[src/rtl/pb_alloc_pkg.sv]
// Shared constants for the packet-buffer free-line allocator.
// The sizes match the packet-buffer arbiter and scoreboard.
package pb_alloc_pkg;

  localparam int NUM_PORTS = 4;
  localparam int PORT_ASZ  = 2;
  localparam int PB_DEPTH  = 64;
  localparam int PB_ASZ    = 6;
  localparam int QUOTA     = 24;

  typedef logic [PB_ASZ:0] cnt_t;

  localparam cnt_t DEPTH_CNT = cnt_t'(PB_DEPTH);
  localparam cnt_t QUOTA_CNT = cnt_t'(QUOTA);

  localparam logic [0:0] ST_INIT = 1'b0;
  localparam logic [0:0] ST_RUN  = 1'b1;

endpackage

[src/rtl/pb_alloc_if.sv]
// Allocation and free handshakes between the write/read ports and pb_alloc.
interface pb_alloc_if;
  import pb_alloc_pkg::*;

  logic [NUM_PORTS-1:0] alloc_srdy;
  logic [NUM_PORTS-1:0] alloc_drdy;
  logic [PB_ASZ-1:0]    alloc_addr;
  logic                 free_srdy;
  logic                 free_drdy;
  logic [PB_ASZ-1:0]    free_addr;
  logic [PORT_ASZ-1:0]  free_port;

  modport master (
    output alloc_srdy, free_srdy, free_addr, free_port,
    input  alloc_drdy, alloc_addr, free_drdy
  );

  modport slave (
    input  alloc_srdy, free_srdy, free_addr, free_port,
    output alloc_drdy, alloc_addr, free_drdy
  );

endinterface

[src/rtl/pb_rr_arb.sv]
// Round-robin pick among eligible ports.
// The search starts at rr_ptr and produces a one-hot grant plus the encoded winner.
module pb_rr_arb
  import pb_alloc_pkg::*;
(
  input  logic [NUM_PORTS-1:0] elig,
  input  logic [PORT_ASZ-1:0]  rr_ptr,
  output logic [NUM_PORTS-1:0] gnt,
  output logic [PORT_ASZ-1:0]  winner,
  output logic                 valid
);

  logic [PORT_ASZ-1:0] idx;

  // NUM_PORTS is a power of two, so the index wraps by truncation.
  always_comb begin
    gnt    = '0;
    winner = '0;
    valid  = 1'b0;
    idx    = '0;
    for (int i = 0; i < NUM_PORTS; i++) begin
      idx = rr_ptr + PORT_ASZ'(i);
      if (!valid && elig[idx]) begin
        gnt[idx] = 1'b1;
        winner   = idx;
        valid    = 1'b1;
      end
    end
  end

endmodule

[src/rtl/pb_alloc.sv]
// Free-line allocator for the shared packet buffer.
// It keeps a circular free list with per-port quotas and grants lines round-robin.
module pb_alloc
  import pb_alloc_pkg::*;
(
  input  logic             clk,
  input  logic             reset,
  pb_alloc_if.slave        bus,
  output logic             init_done,
  output logic [PB_ASZ:0]  free_count,
  output logic             err
);

  logic [0:0]           state;
  logic [PB_ASZ-1:0]    head;
  logic [PB_ASZ-1:0]    tail;
  logic [PORT_ASZ-1:0]  rr_ptr;
  cnt_t                 port_used [NUM_PORTS];
  logic [PB_ASZ-1:0]    list [PB_DEPTH];

  logic                 run;
  logic [NUM_PORTS-1:0] elig;
  logic [NUM_PORTS-1:0] gnt;
  logic [PORT_ASZ-1:0]  winner;
  logic                 alloc_fire;
  logic                 free_fire;
  logic                 free_bad;
  logic                 free_ok;

  assign run = (state == ST_RUN);

  // An empty list blocks every port, so a same-cycle free cannot bypass into a grant.
  always_comb begin
    elig = '0;
    for (int p = 0; p < NUM_PORTS; p++) begin
      elig[p] = run && bus.alloc_srdy[p] && (port_used[p] < QUOTA_CNT)
                && (free_count != '0);
    end
  end

  pb_rr_arb u_arb (
    .elig   (elig),
    .rr_ptr (rr_ptr),
    .gnt    (gnt),
    .winner (winner),
    .valid  (alloc_fire)
  );

  assign bus.alloc_drdy = gnt;
  assign bus.alloc_addr = list[head];
  assign bus.free_drdy  = run;
  assign init_done      = run;

  assign free_fire = run && bus.free_srdy;
  assign free_bad  = (free_count == DEPTH_CNT) || (port_used[bus.free_port] == '0);
  assign free_ok   = free_fire && !free_bad;

  // During INIT, tail walks the list once and wraps back to head.
  always_ff @(posedge clk or negedge reset) begin
    if (!reset) begin
      state      <= ST_INIT;
      head       <= '0;
      tail       <= '0;
      rr_ptr     <= '0;
      free_count <= '0;
      err        <= 1'b0;
    end else if (!run) begin
      tail       <= tail + PB_ASZ'(1);
      free_count <= free_count + cnt_t'(1);
      if (tail == PB_ASZ'(PB_DEPTH - 1)) begin
        state <= ST_RUN;
      end
    end else begin
      if (alloc_fire) begin
        head   <= head + PB_ASZ'(1);
        rr_ptr <= winner + PORT_ASZ'(1);
      end
      if (free_ok) begin
        tail <= tail + PB_ASZ'(1);
      end
      if (free_fire && free_bad) begin
        err <= 1'b1;
      end
      free_count <= free_count + cnt_t'(free_ok) - cnt_t'(alloc_fire);
    end
  end

  always_ff @(posedge clk or negedge reset) begin
    if (!reset) begin
      for (int p = 0; p < NUM_PORTS; p++) begin
        port_used[p] <= '0;
      end
    end else begin
      for (int p = 0; p < NUM_PORTS; p++) begin
        port_used[p] <= port_used[p]
                        + cnt_t'(alloc_fire && (winner == PORT_ASZ'(p)))
                        - cnt_t'(free_ok && (bus.free_port == PORT_ASZ'(p)));
      end
    end
  end

  // The list contents need no reset because INIT rewrites every entry.
  always_ff @(posedge clk) begin
    if (!run) begin
      list[tail] <= tail;
    end else if (free_ok) begin
      list[tail] <= bus.free_addr;
    end
  end

endmodule

[src/flat_wrapper.sv]
// flat-port wrapper written by rule: the top's interface ports become plain ports
module pb_alloc_flat import pb_alloc_pkg::*;
  (clk, reset, init_done, free_count, err, bus_alloc_srdy, bus_free_srdy, bus_free_addr, bus_free_port, bus_alloc_drdy, bus_alloc_addr, bus_free_drdy);
  pb_alloc_if bus_i ();
  input  logic clk;
  input  logic reset;
  output logic init_done;
  output logic [PB_ASZ:0] free_count;
  output logic err;
  input wire logic [$bits(bus_i.alloc_srdy)-1:0] bus_alloc_srdy;
  input wire logic [$bits(bus_i.free_srdy)-1:0] bus_free_srdy;
  input wire logic [$bits(bus_i.free_addr)-1:0] bus_free_addr;
  input wire logic [$bits(bus_i.free_port)-1:0] bus_free_port;
  output wire logic [$bits(bus_i.alloc_drdy)-1:0] bus_alloc_drdy;
  output wire logic [$bits(bus_i.alloc_addr)-1:0] bus_alloc_addr;
  output wire logic [$bits(bus_i.free_drdy)-1:0] bus_free_drdy;
  assign bus_i.alloc_srdy = bus_alloc_srdy;
  assign bus_i.free_srdy = bus_free_srdy;
  assign bus_i.free_addr = bus_free_addr;
  assign bus_i.free_port = bus_free_port;
  assign bus_alloc_drdy = bus_i.alloc_drdy;
  assign bus_alloc_addr = bus_i.alloc_addr;
  assign bus_free_drdy = bus_i.free_drdy;
  pb_alloc u_core (.clk(clk), .reset(reset), .bus(bus_i), .init_done(init_done), .free_count(free_count), .err(err));
endmodule
[config.mk]
export PLATFORM = sky130hd
export DESIGN_NAME = pb_alloc_flat
export DESIGN_NICKNAME = d
export VERILOG_FILES = /design/src/rtl/pb_alloc_pkg.sv /design/src/rtl/pb_alloc_if.sv /design/src/rtl/pb_rr_arb.sv /design/src/rtl/pb_alloc.sv /design/src/flat_wrapper.sv
export SDC_FILE = /design/constraint.sdc
export NUM_CORES = 1
export LEC_CHECK = 0
export BUFFER_PORTS_ARGS = -buffer_cell sky130_fd_sc_hd__clkbuf_2
export CORE_MARGIN = 2
export CORE_UTILIZATION = 63
export CTS_CLUSTER_DIAMETER = 50
export DETAILED_ROUTE_END_ITERATION = 6
export PLACE_DENSITY = 0.8
export SYNTH_ARGS = -nofsm -noshare
export SYNTH_HDL_FRONTEND = slang
export SYNTH_SLANG_ARGS = --single-unit
[constraint.sdc]
create_clock -name clk -period 4.4 [get_ports clk]
set_input_delay 0 -clock clk [delete_from_list [all_inputs] [get_ports clk]]
set_output_delay 0 -clock clk [all_outputs]
set_load 0.05 [all_outputs]
==> flow_metrics.tcl <==
set metrics [dict create \
    cts_root_buf "clkbuf_16" \
    nNetsFinal 1246 \
    worst_slew_pin_slew_ps 1000 \
    multi_input_comb_area_sq_um 5580 \
    timing.fmax_mhz 256 \
    grt_max_degree 65 \
    clk_pin_slew_worst_paths_ps 60 \
    drt-initial-drc-count 1349 \
    power.static_leakage_nw 6.84 \
    worst_path_dominant_cell_family "adder cells" \
    worst-endpoint-arrival_ps 4370 \
    reg2reg_from "u_core.port_used[3]" \
    timing.setup.critical_path_class "register to register" \
    worst_skew_pair.late_latency_ps 560 \
    setup.worst_path.start_class "register" \
    run_status "finished clean" \
    grt_antenna_before_repair 0 \
    n_antenna_cell 0 \
    design.portCount 35 \
    power.sequential.fraction 0.554 \
    cp_slowest_stage_delay_ps 550 \
    power.combinational.fraction 0.003 \
    groute.usage.overall 0.267 \
    clock_skew_ps 25.0 \
    hold_end "u_core.err" \
    max_slew_margin 0.327 \
    n_fill_cell 1836 \
    end_kind "register" \
    postPlaceCellArea_sq_um 19400 \
    die_h_um 177 \
    grt_overflow 0 \
    postSynthCellCount 1107 \
    clock_power_share 0.443 \
    synth_sequential_area_ratio 0.676 \
    post_synthesis_cell_area_sq_um 18900 \
    finalHoldViolations 0 \
    port-buffer-count 34 \
    final_layout_size_suffix_gt1_frac 0.202 \
    synth_ff_type "edfxtp_1" \
    switching_power_mw 1.56 \
    detailroute.via_count 10290 \
    gpl.final_weighted_congestion 0.852 \
    grt_pass1_wl_um 61700 \
    synth.net_count 1192 \
    post_cts_buffers 0 \
    remaining_drc_errors 0 \
    power.internal_mw 6.45 \
    synth_top_area_frac 0.609 \
    count_of_standard_cell_rows 63 \
    syn2layout_area_growth_pct 9.96 \
    core_sq_um 29600 \
    finish.instance_area_sq_um 20800 \
    ys.warnings.count 0 \
    timing.setup.tns_ps 0 \
    rsz0062_at_grt "no" \
    power.switching_fraction 0.194 \
    flip_flop_and_latch_count_after_synthesis 435 \
    final_max_slew_viol_count 0 \
    critical-path-slowest-cell "mux4_2" \
    p_per_area_nw_per_um2 384 \
    drt_via_density 6.50 \
    worstReg2RegEnd "u_core.port_used[6]" \
    pre_antenna_drt_iters 5 \
    cts.sinks 435 \
    buffers_inverters_on_critical_path 0 \
    worst_ep_required_time_ps 4860 \
    cts_buffers 43 \
    initial_cell_density_of_the_core 0.639 \
    grt_pass1_vias 10486 \
    top_cells_by_area_in_the_synthesized_netlist "edfxtp_1, mux4_2, dfrtp_1, ha_1, nor2_1" \
    cap_violations 0 \
    ir_worst_vdd_uv 275 \
    post-route-period-util 0.887 \
    synth_edf_count 384 \
    ys_async_sr_fraction 0.117 \
    dpl.hpwl_um 24800 \
    cts_resized 0 \
    horiz_die_dim_um 177 \
    dieArea_sq_um 31500 \
    critical_path_depth 16 \
    hold_depth 5 \
    timing.hold.worst.start "bus_free_port[1]" \
    post_synth.cell_area_avg_sq_um 17.1 \
    crit_path_cell_trace "ha_1 -> and2_4 -> or2_4 -> mux4_2 -> nand4_2 -> nor2b_4 -> a21oi_1 -> ha_1 -> and2_1 -> ha_1 -> fa_1 -> a21o_1 -> a21oi_1 -> o21bai_1 -> a21oi_1 -> xor2_1" \
    drt_wl_total_um 40400 \
    mostFrequentLayoutCell "edfxtp_1" \
    avgRoutedWirePerCell_um 25.5 \
    r2r_cells 16 \
    worst-r2r-setup-slack_ps 500 \
    most-common-layout-cells "edfxtp_1, nor2_1, mux4_2" \
    hold_class "primary input to register" \
    setup-violations-final 0 \
    h-tree-depth 2 \
    worst-path-max-fanout 6 \
    drtAntennaViolNets 0 \
    tritoncts "done" \
    yosys_cell_types 69 \
    cts-root-to-sink-buffers 3 \
    register_area_sq_um 12800 \
    hold_buffers 2 \
    fin_crit_ps 3900 \
    synth_area_leader_cell "edfxtp_1" \
]
==> synthesized netlist by cell type (all sizes together) (8+ instances only) <==
master / number
edfxtp: 384
nor2: 100
mux4: 98
ha: 65
inv: 63
dfrtp: 51
nand2: 35
xnor2: 31
buf: 28
a21oi: 26
o22ai: 26
clkbuf: 18
mux2i: 17
nand3: 16
o21ai: 11
o221ai: 10
a21o: 9
mux2: 9
nand4: 8
xor2: 8
==> kinds of logic after synthesis <==
logic type      Yosys count  share of synthesized area
compound gates          119                     0.0436
mux                     124                      0.131
simple gates            210                     0.0539
flops                   435                      0.676
xor+xnor                 39                     0.0180
fa+ha+maj                70                     0.0482
buf+inv                 110                     0.0291
==> registers in the layout, summed over array words and instances, names as in the netlist <==
| signal | flops |
|---|---|
| u_core.bus.free_drdy | 1 |
| u_core.err | 1 |
| u_core.free_count | 7 |
| u_core.head | 6 |
| u_core.list | 384 |
| u_core.port_used | 28 |
| u_core.rr_ptr | 2 |
| u_core.tail | 6 |
==> worst max path at each step <==
| stage | slack, ps | to | startpoint |
|---|---|---|---|
| after CTS | 500 | u_core.port_used[6] | u_core.port_used[3] |
| after floorplan | 600 | u_core.port_used[27] | u_core.free_count[1] |
| after detailed placement | 510 | u_core.port_used[6] | u_core.port_used[3] |
| final | 500 | u_core.port_used[6] | u_core.port_used[3] |
| after global placement | 600 | u_core.port_used[6] | u_core.port_used[3] |
| after global routing | 240 | u_core.port_used[20] | u_core.port_used[5] |
==> power groups by stage <==
stage               combinational [mW]  sequential [mW]  clock (mW)
finish                          0.0247             4.43        3.55
global route                    0.0281             4.43        3.71
CTS                             0.0254             4.43        3.56
detailed placement              0.0239             4.52           0
global placement                0.0240             4.52           0
floorplan                      0.00255             4.52           0
==> stage by stage <==
step	power (mW)	utilization	instances	hold WS (ps)	worst slack, ps
final	8.00	0.703	1584	60.8	498
after global routing	8.17	0.703	1584	100	236
after CTS	8.02	0.703	1584	51.6	495
after detailed placement	4.54	0.656	1504	169	511
after global placement	4.54	0.656	1504	168	600
after floorplan	4.52	-	1107	-296	602
==> worst reg2reg max path: stages, from the launching register on <==
cell	delay, ps
dfrtp_1	420
ha_1	210
and2_4	170
or2_4	250
mux4_2	550
nand4_2	170
nor2b_4	190
a21oi_1	110
ha_1	190
and2_1	130
ha_1	210
fa_1	430
a21o_1	170
a21oi_1	210
o21bai_1	90
a21oi_1	170
xor2_1	160
==> final cells by class <==
class / instances / area share
clock buffer: 49 / 0.0538
clock inverter: 29 / 0.0113
inverter: 64 / 0.0115
multi-input combinational: 562 / 0.268
sequential: 435 / 0.615
tap: 390 / 0.0234
timing repair buffer: 55 / 0.0166
==> layer usage <==
| metal | wire length (um) | share of wire | global-route usage | vias to the layer above |
|---|---|---|---|---|
| met5 | 0 | 0 | 0 | - |
| met4 | 1400 | 0.035 | 0.101 | 0 |
| met3 | 3680 | 0.091 | 0.0525 | 102 |
| met2 | 19800 | 0.49 | 0.429 | 602 |
| met1 | 15500 | 0.38 | 0.368 | 5161 |
| li1 | - | - | - | 4425 |
Note: power is estimated with default switching activity, not from simulation.
